File: src/rtl/cla_nibble_sequencer_if.sv
// Requester-side bundle of cla_nibble_sequencer: start/operands in, busy/done/sum out.
// The master modport is the requester; the slave modport is the sequencer.
interface cla_nibble_sequencer_if #(
    parameter int WIDTH = 16
);
    logic             start;
    logic [WIDTH-1:0] A;
    logic [WIDTH-1:0] B;
    logic             C0;
    logic             busy;
    logic             done;
    logic [WIDTH-1:0] S;
    logic             Cout;

    modport master (
        output start, A, B, C0,
        input  busy, done, S, Cout
    );

    modport slave (
        input  start, A, B, C0,
        output busy, done, S, Cout
    );
endinterface

File: src/rtl/cla_nibble_sequencer.sv
// Multi-cycle WIDTH-bit adder that time-shares one external 4-bit CLA, feeding
// nibbles LSB-first and chaining the carry through carry_r.
module cla_nibble_sequencer #(
    parameter int WIDTH = 16
) (
    input  logic                   clk,
    input  logic                   rst,
    cla_nibble_sequencer_if.slave  bus,
    output logic [3:0]             cla_A,
    output logic [3:0]             cla_B,
    output logic                   cla_C0,
    input  logic [3:0]             cla_S,
    input  logic                   cla_Cout
);
    localparam int unsigned NSTEPS = WIDTH / 4;
    localparam int unsigned IW     = (NSTEPS > 1) ? $clog2(NSTEPS) : 1;
    localparam logic [IW-1:0] LAST = IW'(NSTEPS - 1);

    localparam logic [1:0] ST_IDLE = 2'd0;
    localparam logic [1:0] ST_RUN  = 2'd1;
    localparam logic [1:0] ST_DONE = 2'd2;

    generate
        if ((WIDTH % 4) != 0 || WIDTH < 4) begin : g_bad_width
            $error("cla_nibble_sequencer: WIDTH must be a multiple of 4 and >= 4");
        end
    endgenerate

    logic [1:0]       state;
    logic [IW-1:0]    idx;
    logic             carry_r;
    logic [WIDTH-1:0] a_r;
    logic [WIDTH-1:0] b_r;
    logic [WIDTH-1:0] acc_r;
    logic [WIDTH-1:0] acc_next;

    // acc_next already holds the final nibble on the last pass, so S takes it
    // whole; this also covers WIDTH=4 where acc_r has no lower bits to keep.
    always_comb begin
        acc_next = acc_r;
        acc_next[4*idx +: 4] = cla_S;
    end

    always_ff @(posedge clk) begin
        if (rst) begin
            state    <= ST_IDLE;
            idx      <= '0;
            carry_r  <= 1'b0;
            a_r      <= '0;
            b_r      <= '0;
            acc_r    <= '0;
            bus.S    <= '0;
            bus.Cout <= 1'b0;
        end else begin
            case (state)
                ST_IDLE, ST_DONE: begin
                    if (bus.start) begin
                        a_r     <= bus.A;
                        b_r     <= bus.B;
                        carry_r <= bus.C0;
                        idx     <= '0;
                        state   <= ST_RUN;
                    end else begin
                        state <= ST_IDLE;
                    end
                end
                ST_RUN: begin
                    acc_r   <= acc_next;
                    carry_r <= cla_Cout;
                    if (idx == LAST) begin
                        bus.S    <= acc_next;
                        bus.Cout <= cla_Cout;
                        idx      <= '0;
                        state    <= ST_DONE;
                    end else begin
                        idx <= idx + 1'b1;
                    end
                end
                default: state <= ST_IDLE;
            endcase
        end
    end

    always_comb begin
        cla_A  = '0;
        cla_B  = '0;
        cla_C0 = 1'b0;
        if (state == ST_RUN) begin
            cla_A  = a_r[4*idx +: 4];
            cla_B  = b_r[4*idx +: 4];
            cla_C0 = carry_r;
        end
    end

    assign bus.busy = (state == ST_RUN);
    assign bus.done = (state == ST_DONE);
endmodule
File: src/flat_wrapper.sv
// flat-port wrapper written by rule: the top's interface ports become plain ports
module cla_nibble_sequencer_flat 
#(
    parameter int WIDTH = 16
)
  (clk, rst, cla_A, cla_B, cla_C0, cla_S, cla_Cout, bus_start, bus_A, bus_B, bus_C0, bus_busy, bus_done, bus_S, bus_Cout);
  cla_nibble_sequencer_if #(.WIDTH(WIDTH)) bus_i ();
  input  logic clk;
  input  logic rst;
  output logic [3:0] cla_A;
  output logic [3:0] cla_B;
  output logic cla_C0;
  input  logic [3:0] cla_S;
  input  logic cla_Cout;
  input wire logic [$bits(bus_i.start)-1:0] bus_start;
  input wire logic [$bits(bus_i.A)-1:0] bus_A;
  input wire logic [$bits(bus_i.B)-1:0] bus_B;
  input wire logic [$bits(bus_i.C0)-1:0] bus_C0;
  output wire logic [$bits(bus_i.busy)-1:0] bus_busy;
  output wire logic [$bits(bus_i.done)-1:0] bus_done;
  output wire logic [$bits(bus_i.S)-1:0] bus_S;
  output wire logic [$bits(bus_i.Cout)-1:0] bus_Cout;
  assign bus_i.start = bus_start;
  assign bus_i.A = bus_A;
  assign bus_i.B = bus_B;
  assign bus_i.C0 = bus_C0;
  assign bus_busy = bus_i.busy;
  assign bus_done = bus_i.done;
  assign bus_S = bus_i.S;
  assign bus_Cout = bus_i.Cout;
  cla_nibble_sequencer #(.WIDTH(WIDTH)) u_core (.clk(clk), .rst(rst), .bus(bus_i), .cla_A(cla_A), .cla_B(cla_B), .cla_C0(cla_C0), .cla_S(cla_S), .cla_Cout(cla_Cout));
endmodule
File: config.mk
export PLATFORM = sky130hd
export DESIGN_NAME = cla_nibble_sequencer_flat
export DESIGN_NICKNAME = d
export VERILOG_FILES = /design/src/rtl/cla_nibble_sequencer_if.sv /design/src/rtl/cla_nibble_sequencer.sv /design/src/flat_wrapper.sv
export SDC_FILE = /design/constraint.sdc
export NUM_CORES = 1
export LEC_CHECK = 0
export CELL_PAD_IN_SITES_DETAIL_PLACEMENT = 1
export CELL_PAD_IN_SITES_GLOBAL_PLACEMENT = 2
export CORE_ASPECT_RATIO = 0.5
export CORE_UTILIZATION = 37
export DETAILED_ROUTE_END_ITERATION = 10
export DONT_BUFFER_PORTS = 1
export GPL_TIMING_DRIVEN = 0
export PLACE_DENSITY_LB_ADDON = 0.1
export SLEW_MARGIN = 20
export SYNTH_ARGS = -nofsm -noshare
export SYNTH_HDL_FRONTEND = slang
export SYNTH_SLANG_ARGS = --single-unit
File: constraint.sdc
create_clock -name clk -period 2.4 [get_ports clk]
set_clock_uncertainty 0.1 [all_clocks]
set_input_delay 0.12 -clock clk [delete_from_list [all_inputs] [get_ports clk]]
set_output_delay 0.12 -clock clk [all_outputs]
set_load 0.005 [all_outputs]
==> results of run 1 <==
==> cells in the final DEF, fill, tap and decap left out, types with 7 or more instances in the layout <==
master	synthesis	final
dfxtp_1	70	70
clkbuf_1	7	8
a32oi_1	7	7
nand2_1	73	73
nor2_1	27	27
a22o_2	8	8
a311oi_1	9	8
dlygate4sd3_1	0	38
clkbuf_16	0	9
nor3_1	13	13
nor2b_1	11	11
buf_2	13	14
a21oi_1	39	39
and2_1	10	10
==> flip-flops by register name, summed over array words and instances, names as in the netlist <==
signal / count
u_core.bus.Cout: 1
u_core.acc_r: 16
u_core.carry_r: 1
u_core.idx: 2
u_core.bus.S: 16
u_core.a_r: 16
u_core.b_r: 16
u_core.state: 2
==> Yosys cell counts, types with 2 or more instances <==
cell and number:
a211oi_1 3, a21oi_1 39, a221oi_1 5, a22o_2 8, a311oi_1 9, a32oi_1 7
and2_1 10, and2b_2 4, and4b_4 2, buf_1 2, buf_2 13, buf_4 2
buf_6 2, clkbuf_1 7, dfxtp_1 70, ha_1 6, inv_1 5, mux4_1 2
mux4_2 6, nand2_1 73, nand3b_1 2, nor2_1 27, nor2b_1 11, nor3_1 13
==> layout make-up <==
| class | instances | share of cell area |
|---|---|---|
| sequential | 70 | 0.360 |
| inverter | 5 | 0.00482 |
| tap | 112 | 0.0360 |
| multi-input combinational | 241 | 0.395 |
| clock inverter | 2 | 0.00257 |
| buffer | 26 | 0.0354 |
| clock buffer | 12 | 0.0634 |
| timing repair buffer | 39 | 0.103 |
==> critical path, stage by stage, from the launching register on <==
cell and delay (ns):
dfxtp_1 0.40, buf_6 0.17, buf_6 0.18, inv_1 0.10, ha_2 0.38, and4bb_2 0.25, buf_2 0.16, a221oi_1 0.29
nor3_1 0.09
==> per-stage QoR <==
stage | TNS, ns | hold slack [ns] | power [mW]
floorplan | 0 | 0.156 | 1.44
detailed placement | -3.60 | 0.163 | 1.50
CTS | 0 | 0.000907 | 2.75
finish | 0 | 0.00435 | 2.72
global placement | -2.25 | 0.159 | 1.49
global route | 0 | 0.0217 | 2.83
==> per-layer routing <==
metal | global-route usage | up-vias | share of wire
met5 | 0 | - | 0
met4 | 0.0388 | 0 | 0.0066
met3 | 0.0739 | 7 | 0.060
met2 | 0.365 | 57 | 0.48
met1 | 0.267 | 1278 | 0.46
li1 | - | 1293 | -
==> report_power, final <==
part / switching [mW] / total (mW) / leakage [nW] / internal [mW]
clock: 0.468 / 1.18 / 0.128 / 0.712
combinational: 0.170 / 0.310 / 0.782 / 0.139
sequential: 0.0224 / 1.23 / 0.570 / 1.21
total: 0.661 / 2.72 / 1.48 / 2.06
==> cells by family after synthesis <==
logic type | count (synthesis) | synth area share
DFF | 70 | 0.455
buffers and inverters | 31 | 0.0504
AOI/OAI and AO/OA | 74 | 0.164
muxes | 8 | 0.0610
adders and majority gates | 6 | 0.0244
and+or+nand+nor | 153 | 0.245
==> how the worst max path moves through the flow <==
| stage | cells past startpoint | start | slack (ns) | to |
|---|---|---|---|---|
| after CTS | 7 | u_core.idx[1] | 0.05 | u_core.bus.S[2] |
| after floorplan | 6 | u_core.idx[1] | 0.34 | u_core.acc_r[4] |
| after global placement | 7 | u_core.idx[1] | -0.18 | u_core.bus.S[2] |
| after global routing | 8 | u_core.idx[0] | 0.01 | u_core.bus.S[3] |
| final | 8 | u_core.idx[0] | 0.15 | u_core.bus.S[0] |
| after detailed placement | 7 | u_core.idx[1] | -0.24 | u_core.bus.S[2] |
==> repair_timing <==
item | 4_1_cts | 5_1_grt
setup buffers | 0 | 1
hold endpoints to repair | 56 | 0
endpoints found under the setup margin | 27 | 18
gates resized for setup | 1 | 4
hold buffers | 38 | 0
==> results.toml, run 1 <==
[yosys]
syn_inst = 342
post_synth.cell_area_avg_um2 = 9.00
synth.yosys.seq_area_share = 0.455
async_reset_ff_frac = 0
syn_area_um2 = 3080
synth-seq-cells = 70
synthTopCellsByArea = "dfxtp_1, nand2_1, a21oi_1"
ys_types = 38
synth_largest_area_cell = "dfxtp_1"
synth_fp_nets = 389
synth_edf_count = 0
yosys_warnings = 0
post-synth-top-area-fraction = 0.455
synth_top_flop_cell = "dfxtp_1"

[layout]
fillerInstances = 914
syn2layout_area_growth_pct = 26.4
finalNonFillerCells = 507
multi_input_area_um2 = 1540
antennaDiodeCount = 0
drive_gt1_frac = 0.149
nets = 439
seqCellArea_um2 = 1400
postLayoutCoreUtil = 0.484
final_area_um2 = 3890

[clock_network]
cts_root_buf = "clkbuf_16"
cts_tree = "done"
cts_buffer_depth = 2
cts_inserted_buffers = 9
cts_num_sinks = 70
path_clk_slew_ns = 0.06
worstSkewPairLatency_ns = 0.33
h-tree-depth = 3

[global_routing]
grt_pass1_vias = 2628
grt_overflow = 0
track_usage = 0.215
antenna_found_initial = 0
grt_max_degree = 11
grt_pass1_wl_um = 13600

[floorplanning]
initial_core_util = 0.383
ios = 69
die_x_um = 131
die_area_um2 = 8710
core_area_um2 = 8030
die_h_um = 66.5
row_count = 23

[pwr]
peakVddDrop_mv = 0.332
power.leakage_nw = 1.48
power_density_nw_per_um2 = 699

[placed_design]
placed_cell_area_um2 = 3220
preCtsSetupSlack_ns = -0.235
dpl.hpwl_um = 6040
dpl.cell_count = 454
finalWeightedCongestion = 0.773
io_buffers = 0

[route]
dr.pass1.iters = 4
wl_per_cell_um = 17.4
wl_um = 8830
via_per_inst = 5.20
antenna_left = 0
drc = 0
dr.first_iter.drc_count = 128
via_count = 2635

[sta]
rsz0062_at_grt = "no"
fin_crit_sh = 0.937
maxSlewHeadroom = 0.612
fmax_mhz = 444
worst_pin_slew_ns = 0.582
maxSlewViolCount = 0
hold_violations = 0
setup_viol_count_final = 0
period_needed_ns = 2.25
finalWorstSetupSlack_ns = 0.150

[job]
drv_cap = 0

[hold_path]
min_path_type = "input pin to flip-flop"
worstHoldPathCells = 2
min_from = "cla_S[1]"
hold_end = "u_core.bus.S[9]"

[critical_path]
crit_arrival_ns = 2.35
criticalPathCategory = "flip-flop to flip-flop"
rr_startpoint = "u_core.idx[0]"
cp-start-kind = "flip-flop"
timing.rr.end = "u_core.bus.S[0]"
r2r_cells = 8
critPathCaptureType = "flip-flop"
reg2reg_slack_ns = 0.15
critPathRequiredTime_ns = 2.50
crit_fanout = 10

[outcome]
status = "completed"
No activity file was read; power rests on OpenSTA's default activity.
==> inputs of run 2 (changes only) <==
- RECOVER_POWER: unset -> 50
==> run 2 against run 1 <==
Compared with the run above: register-to-register slack about the same; worst setup slack better by 0.0027 ns; largest cell class unchanged; sequential power about the same; combinational power about the same; critical endpoint unchanged; wire length up 0.11%.
==> results.toml, run 2 (same netlist as run 1, synthesis figures left out) <==
[pwr]
switchingPower_mw = 0.661
peakVddDrop_mv = 0.332
power.leakage_nw = 1.47
p_clk_frac = 0.435
power_switching_share = 0.243
seqPwrFrac = 0.452
intPower_mw = 2.05
combPwrFrac = 0.113
power_density_nw_per_um2 = 700

[hold_path]
min_path_type = "input pin to flip-flop"

[floorplanning]
core_area_um2 = 8030
initial_core_util = 0.383
die_area_um2 = 8710
ios = 69
row_count = 23
die_h_um = 66.5
die_x_um = 131

[route]
antenna_left = 0
wl_per_cell_um = 17.4
dr.pass1.iters = 4
wl_um = 8840
drc = 0
via_per_inst = 5.19
via_count = 2633
dr.first_iter.drc_count = 128

[layout]
postLayoutCoreUtil = 0.483
finalNonFillerCells = 507
syn2layout_area_growth_pct = 26.1
layout_common_cells = "nand2_1, dfxtp_1, a21oi_1"
antennaDiodeCount = 0
drive_gt1_frac = 0.134
nets = 439
final_common_cell = "nand2_1"
final_area_um2 = 3880

[outcome]
status = "completed"

[global_routing]
grt_pass1_vias = 2628
grt_overflow = 0
grt_max_degree = 11
track_usage = 0.215
antenna_found_initial = 0
grt_pass1_wl_um = 13600

[placed_design]
dpl.cell_count = 454
dpl.hpwl_um = 6040
placed_cell_area_um2 = 3220
preCtsSetupSlack_ns = -0.235
io_buffers = 0
finalWeightedCongestion = 0.773

[job]
drv_cap = 0

[sta]
setup_viol_count_final = 0
maxSlewViolCount = 0
fin_crit_sh = 0.936
hold_violations = 0
rsz0062_at_grt = "no"
finalWorstSetupSlack_ns = 0.153
period_needed_ns = 2.25
worst_pin_slew_ns = 0.582
fmax_mhz = 445
maxSlewHeadroom = 0.612

[critical_path]
criticalPathCategory = "flip-flop to flip-flop"
cp-start-kind = "flip-flop"
critPathRequiredTime_ns = 2.50
crit_arrival_ns = 2.34
crit_fanout = 10
critPathCaptureType = "flip-flop"

[clock_network]
worstSkewPairLatency_ns = 0.33
cts_root_buf = "clkbuf_16"
cts_buffer_depth = 2
h-tree-depth = 3
path_clk_slew_ns = 0.06
cts_num_sinks = 70
cts_tree = "done"
cts_inserted_buffers = 9
[run 2: changes by cell type in the layout (fill, tap and decap cells not counted)]
cell	delta
buf_2	-5
nand3b_2	-1
nand3b_1	+1
clkbuf_1	+5
[run 2: final cells by class]
class / count / area, um2
Fill cell: 919 / 4150
Buffer: 26 / 131
Inverter: 5 / 18.8
Clock inverter: 2 / 10.0
Clock buffer: 12 / 246
Tap cell: 112 / 140
Timing Repair Buffer: 39 / 400
Multi-Input combinational cell: 241 / 1530
Sequential cell: 70 / 1400
[run 2: worst paths after layout]
check	startpoint	slack, ns	end	depth (start not counted)
min reg2reg	u_core.b_r[5]	0.35	u_core.b_r[5]	2
min	cla_S[1]	0.005	u_core.bus.S[9]	2
max	u_core.idx[1]	0.15	u_core.bus.S[0]	7
max reg2reg	u_core.idx[1]	0.15	u_core.bus.S[0]	7
[run 2: stage by stage]
step,power (mW),setup TNS [ns],hold slack (ns)
after floorplan,1.44,0,0.156
after global placement,1.49,-2.25,0.159
after detailed placement,1.50,-3.60,0.163
after CTS,2.75,0,0.000907
after global routing,2.83,0,0.0217
final,2.72,0,0.00458
[run 2: critical path, cell delays in order, from the launching register on]
cell and delay [ns]:
dfxtp_1 0.38, buf_2 0.31, inv_1 0.14, ha_2 0.40
and4bb_2 0.25, buf_2 0.16, a221oi_1 0.29, nor3_1 0.09
[run 2: power by group through the flow]
stage | Sequential (mW) | Combinational (mW) | Clock, mW
2_1_floorplan | 1.24 | 0.192 | 0
3_3_place_gp | 1.25 | 0.242 | 0
3_5_place_dp | 1.25 | 0.251 | 0
4_1_cts | 1.23 | 0.307 | 1.21
5_1_grt | 1.23 | 0.340 | 1.26
6_report | 1.23 | 0.307 | 1.18
[run 2: repair_timing]
action,CTS,global route
endpoints found under the hold margin,56,0
hold buffers,38,0
setup endpoints to repair,27,18
setup buffers,0,1
gates resized for setup,1,4
[run 2: routing by layer]
metal	GRT usage	vias to the layer above	routed length, um
li1	-	1293	-
met1	0.267	1276	4040
met2	0.365	59	4200
met3	0.0739	5	539
met4	0.0388	0	53
met5	0	-	0
